## config.mk

```make
export PLATFORM = sky130hd
export DESIGN_NAME = readpixel_cmd_decoder
export DESIGN_NICKNAME = d
export VERILOG_FILES = /design/src/rtl/readpixel_cmd_decoder_pkg.sv /design/src/rtl/readpixel_cmd_decoder.sv
export SDC_FILE = /design/constraint.sdc
export NUM_CORES = 1
export LEC_CHECK = 0
export BUFFER_PORTS_ARGS = -buffer_cell sky130_fd_sc_hd__buf_2
export CORE_MARGIN = 1.5
export CORE_UTILIZATION = 46
export CTS_BUF_LIST = sky130_fd_sc_hd__clkbuf_2
export CTS_CLUSTER_DIAMETER = 40
export CTS_CLUSTER_SIZE = 28
export DETAILED_ROUTE_END_ITERATION = 8
export PLACE_DENSITY_LB_ADDON = 0.15
export SYNTH_ARGS = -nofsm -noshare
export SYNTH_HDL_FRONTEND = slang
export SYNTH_SLANG_ARGS = --single-unit
```

## constraint.sdc

```tcl
create_clock -name clk -period 1 [get_ports clk]
set_input_delay 0.05 -clock clk [delete_from_list [all_inputs] [get_ports clk]]
set_output_delay 0.05 -clock clk [all_outputs]
set_load 0.02 [all_outputs]
```

## src/rtl/readpixel_cmd_decoder_pkg.sv

```systemverilog
// Shared types and sizing for the read-pixel command payload decoder.
// Field widths are fixed here so the framebuffer address struct has a single definition.
package readpixel_cmd_decoder_pkg;

  function automatic int unsigned num_bytes_to_contain(int unsigned bits);
    return (bits + 7) / 8;
  endfunction

  localparam int unsigned ROW_BITS        = 5;
  localparam int unsigned COL_BITS        = 6;
  localparam int unsigned BYTES_PER_PIXEL = 2;

  localparam int unsigned ROW_BYTES = num_bytes_to_contain(ROW_BITS);
  localparam int unsigned COL_BYTES = num_bytes_to_contain(COL_BITS);
  localparam int unsigned PIX_BITS  = (BYTES_PER_PIXEL > 2) ? $clog2(BYTES_PER_PIXEL) : 1;
  localparam int unsigned ADDR_BITS = ROW_BITS + COL_BITS + PIX_BITS;

  // The byte counter is shared by all three fields, so size it for the longest one.
  localparam int unsigned MAX_BYTES =
      (ROW_BYTES > COL_BYTES) ?
        ((ROW_BYTES > BYTES_PER_PIXEL) ? ROW_BYTES : BYTES_PER_PIXEL) :
        ((COL_BYTES > BYTES_PER_PIXEL) ? COL_BYTES : BYTES_PER_PIXEL);
  localparam int unsigned CNT_BITS  = (MAX_BYTES > 2) ? $clog2(MAX_BYTES) : 1;

  typedef logic [ROW_BITS-1:0] row_addr_t;
  typedef logic [COL_BITS-1:0] col_addr_t;
  typedef logic [PIX_BITS-1:0] pixel_addr_t;
  typedef logic [CNT_BITS-1:0] cnt_t;

  typedef struct packed {
    row_addr_t   row;
    col_addr_t   col;
    pixel_addr_t pixel;
  } fb_addr_t;

  typedef enum logic [1:0] {
    StRow,
    StCol,
    StData
  } state_t;

endpackage

```

## src/rtl/readpixel_cmd_decoder.sv

```systemverilog
// Turns the row/column/colour payload of a read-pixel command into framebuffer write strobes.
// All outputs are registered; each accepted byte takes effect on the edge that samples it.
module readpixel_cmd_decoder
  import readpixel_cmd_decoder_pkg::*;
(
  input  logic                 clk,
  input  logic                 reset,
  input  logic                 enable,
  input  logic [7:0]           data_in,
  output logic [ADDR_BITS-1:0] addr,
  output logic [7:0]           data_out,
  output logic                 ram_write_enable,
  output logic                 ram_access_start,
  output logic                 done
);

  localparam cnt_t ROW_LAST = cnt_t'(ROW_BYTES - 1);
  localparam cnt_t COL_LAST = cnt_t'(COL_BYTES - 1);
  localparam cnt_t PIX_LAST = cnt_t'(BYTES_PER_PIXEL - 1);

  state_t      state_q;
  cnt_t        cnt_q;
  fb_addr_t    addr_q;
  logic [7:0]  data_q;
  logic        we_q;
  logic        start_q;
  logic        done_q;
  pixel_addr_t pix_slot;

  // First colour byte lands in the highest pixel-byte slot.
  always_comb begin
    pix_slot = pixel_addr_t'(BYTES_PER_PIXEL - 1) - pixel_addr_t'(cnt_q);
  end

  always_ff @(posedge clk or negedge reset) begin
    if (!reset) begin
      state_q <= StRow;
      cnt_q   <= '0;
      addr_q  <= '0;
      data_q  <= '0;
      we_q    <= 1'b0;
      start_q <= 1'b0;
      done_q  <= 1'b0;
    end else begin
      we_q   <= 1'b0;
      done_q <= 1'b0;
      if (enable) begin
        unique case (state_q)
          StRow: begin
            addr_q.row <= row_addr_t'({addr_q.row, data_in});
            data_q     <= '0;
            if (cnt_q == ROW_LAST) begin
              cnt_q   <= '0;
              state_q <= StCol;
            end else begin
              cnt_q <= cnt_q + 1'b1;
            end
          end
          StCol: begin
            addr_q.col <= col_addr_t'({addr_q.col, data_in});
            if (cnt_q == COL_LAST) begin
              cnt_q   <= '0;
              state_q <= StData;
            end else begin
              cnt_q <= cnt_q + 1'b1;
            end
          end
          StData: begin
            data_q       <= data_in;
            addr_q.pixel <= pix_slot;
            we_q         <= 1'b1;
            start_q      <= ~start_q;
            if (cnt_q == PIX_LAST) begin
              done_q  <= 1'b1;
              cnt_q   <= '0;
              state_q <= StRow;
            end else begin
              cnt_q <= cnt_q + 1'b1;
            end
          end
          default: begin
            cnt_q   <= '0;
            state_q <= StRow;
          end
        endcase
      end
    end
  end

  assign addr             = addr_q;
  assign data_out         = data_q;
  assign ram_write_enable = we_q;
  assign ram_access_start = start_q;
  assign done             = done_q;

endmodule

```

==> impl_metrics.env <==
export IMPL_critPathKind="reg2reg"
export IMPL_critPathCaptureType="flop"
export IMPL_wirelength_um=2150
export IMPL_synth_compound_area_share=0.0747
export IMPL_clkPwrFrac=0.077
export IMPL_synth_xor_area_share=0.00872
export IMPL_num_io_pins=34
export IMPL_nNetsFinal=146
export IMPL_seqPwrFrac=0.387
export IMPL_initial_core_util=0.502
export IMPL_fin_skew_ns=0.00419
export IMPL_avgSynthCellArea_um2=12.6
export IMPL_power_leakage_nw=0.742
export IMPL_synth_seq_area_share=0.648
export IMPL_antenna_found_initial=0
export IMPL_h_tree_depth=1
export IMPL_min_delay_start="enable"
export IMPL_port_buffers=33
export IMPL_setup_tns_ns=-2.62
export IMPL_syn_inst=80
export IMPL_firstDrtPassIters=3
export IMPL_synth_seq_cells=26
export IMPL_setup_viol=25
export IMPL_numCtsBuffers=3
export IMPL_dr_total_vias=788
export IMPL_reg2reg_slack_ns=-0.20
export IMPL_grt_max_degree=27
export IMPL_drc=0
export IMPL_layout_drive_gt1_share=0.466
export IMPL_die_w_um=49.7
export IMPL_fin_ws_ns=-0.196
export IMPL_diodes=0
export IMPL_grt_overflow=0
export IMPL_synth_warnings=0
export IMPL_synthSimpleGateAreaFrac=0.118
export IMPL_violations="setup timing"
export IMPL_rows=16
export IMPL_ant_nets=0
export IMPL_path_max_fanout=5
export IMPL_fin_crit_ns=1.20
export IMPL_path_clk_slew_ns=0.22
export IMPL_dieArea_um2=2470
export IMPL_synth_top_family_by_area="multiplexers"
export IMPL_p_sw_frac=0.375
export IMPL_hold_depth=2
export IMPL_hpwl_um=1310
export IMPL_ctsRootBufferMaster="clkbuf_2"
export IMPL_routabilityCongestion=0.684
export IMPL_wl_per_cell_um=13.4
export IMPL_clock_fmax_mhz=836
export IMPL_hold_viol_final=0
export IMPL_cts_tree="built"
export IMPL_tightest_slew_ns=0.570
export IMPL_hold_class="in2reg"
export IMPL_holdPathEnd="cnt_q$_DFFE_PN0P_"
export IMPL_power_density_nw_per_um2=3170
export IMPL_worst_r2r_startpoint="state_q[0]$_DFFE_PN0P_"
export IMPL_timing_final_max_slew_violations=0
export IMPL_viasPerCell=4.93
export IMPL_coreArea_um2=2000
export IMPL_yosys_area_share_adder=0
export IMPL_synth_distinct_cells=16
export IMPL_timing_rr_end="addr[10]$_DFFE_PN0P_"
export IMPL_grtUsageTotal=0.175
export IMPL_syn_to_final_growth_pct=51.8
export IMPL_syn_nets=91
export IMPL_p_int_mw=3.02
export IMPL_utilization=0.762
export IMPL_insertion_delay_ns=0.33
export IMPL_ir_worst_vdd_uv=2040
export IMPL_fill_cells=146
export IMPL_slew_headroom=0.620
export IMPL_cp_required_ns=1.25
export IMPL_maxCapViolCount=0
export IMPL_startpoint_type="flop"
export IMPL_syn_area_um2=1000
export IMPL_grt_pass1_vias=782
export IMPL_post_route_period_util=1.20
export IMPL_p_switching_mw=1.81
export IMPL_clock_sinks=26
export IMPL_synth_mux_area_frac=0.133
export IMPL_power_frac_comb=0.536
export IMPL_r2r_cells=3
export IMPL_cts_buffer_depth=2
export IMPL_drtIter0Drc=6
export IMPL_status="complete, but fails checks"
export IMPL_cp_arrival_ns=1.45
export IMPL_die_h_um=49.7
export IMPL_rsz0062_at_grt="yes"
export IMPL_grt_pass1_wl_um=3280
timing repair:
action                                  4_1_cts  5_1_grt
hold endpoints to repair                     45        0
hold buffers                                  9        0
pin swaps                                     2        3
resized for setup                             5       48
endpoints found under the setup margin       24       48
buffers inserted                              1        4
gates cloned                                  0        0
per-stage QoR:
| step | instances | hold WS, ns | area, µm² | total power [mW] | worst slack (ns) |
|---|---|---|---|---|---|
| floorplan | 80 | -0.246 | 1010 | 3.00 | -0.152 |
| global placement | 143 | 0.0728 | 1230 | 3.65 | -0.176 |
| detailed placement | 143 | 0.0833 | 1230 | 3.70 | -0.191 |
| CTS | 156 | 0.00124 | 1350 | 4.16 | -0.192 |
| global route | 160 | 0.00618 | 1530 | 5.12 | -0.244 |
| finish | 160 | 0.0157 | 1530 | 4.83 | -0.196 |
synth_stat cells:
cell type	number	area, µm²
nor2_4	1	11.3
a32o_1	2	20.0
buf_2	2	10.0
xnor2_1	1	8.76
o21ai_0	9	45.0
o21ai_1	2	10.0
nor2_1	2	7.51
mux2_2	11	124
nor2b_2	1	8.76
dfrtp_1	26	651
nand2_2	1	6.26
mux2i_1	1	10.0
inv_1	2	7.51
nand2_1	17	63.8
nand2b_4	1	13.8
nand3b_1	1	7.51
flip-flops by register name, indices dropped and copies added, names as in the netlist:
signal            cells
addr                 12
cnt_q                 1
data_out              8
done                  1
ram_access_start      1
ram_write_enable      1
state_q               2
worst max path at each step:
stage	start	to	cells past startpoint	slack (ns)
6_report	state_q[0]$_DFFE_PN0P_	addr[10]$_DFFE_PN0P_	3	-0.20
2_1_floorplan	state_q[0]$_DFFE_PN0P_	addr[10]$_DFFE_PN0P_	3	-0.15
3_5_place_dp	state_q[1]$_DFFE_PN0P_	addr[1]$_DFFE_PN0P_	3	-0.19
4_1_cts	state_q[0]$_DFFE_PN0P_	addr[10]$_DFFE_PN0P_	3	-0.19
5_1_grt	state_q[0]$_DFFE_PN0P_	addr[10]$_DFFE_PN0P_	3	-0.24
3_3_place_gp	state_q[1]$_DFFE_PN0P_	addr[3]$_DFFE_PN0P_	3	-0.18
cells in the final DEF (no fill, tap or decap), drive strengths merged, types with 2 or more instances in the layout:
cell type,synthesis,final
a32o,2,2
buf,2,43
clkbuf,0,3
dfrtp,26,26
dlygate4sd3,0,9
inv,2,2
mux2,11,11
nand2,18,18
nor2,3,3
o21ai,11,11
area by class of cell:
cell class / count / area [µm²] / share of cell area
tap: 27 / 33.8 / 0.0221
inverter: 2 / 7.51 / 0.00492
timing repair buffer: 52 / 475 / 0.312
clock buffer: 3 / 15.0 / 0.00984
sequential: 26 / 652 / 0.427
multi-input combinational: 50 / 342 / 0.224
worst max-delay path, cell delays in order (launching register included):
cell	delay (ns)
dfrtp_1	0.45
nand2b_4	0.16
nor2_4	0.15
mux2_2	0.35
per-layer routing:
layer,track usage,wire length [µm]
met5,0,0
met4,0.0694,13
met3,0.0273,79
met2,0.316,1110
met1,0.208,950
cells by family after synthesis:
| kind of cell | after synthesis |
|---|---|
| flops | 26 |
| xor+xnor | 1 |
| mux | 12 |
| buf+inv | 4 |
| compound gates | 13 |
| simple gates | 24 |
power groups by stage:
stage | sequential, mW | clock [mW] | combinational [mW]
after floorplan | 2.30 | 0 | 0.708
after global placement | 1.76 | 0 | 1.89
after detailed placement | 1.78 | 0 | 1.92
after CTS | 1.76 | 0.389 | 2.02
after global routing | 1.93 | 0.422 | 2.77
final | 1.87 | 0.373 | 2.59
Note: power is estimated with default switching activity, not from simulation.
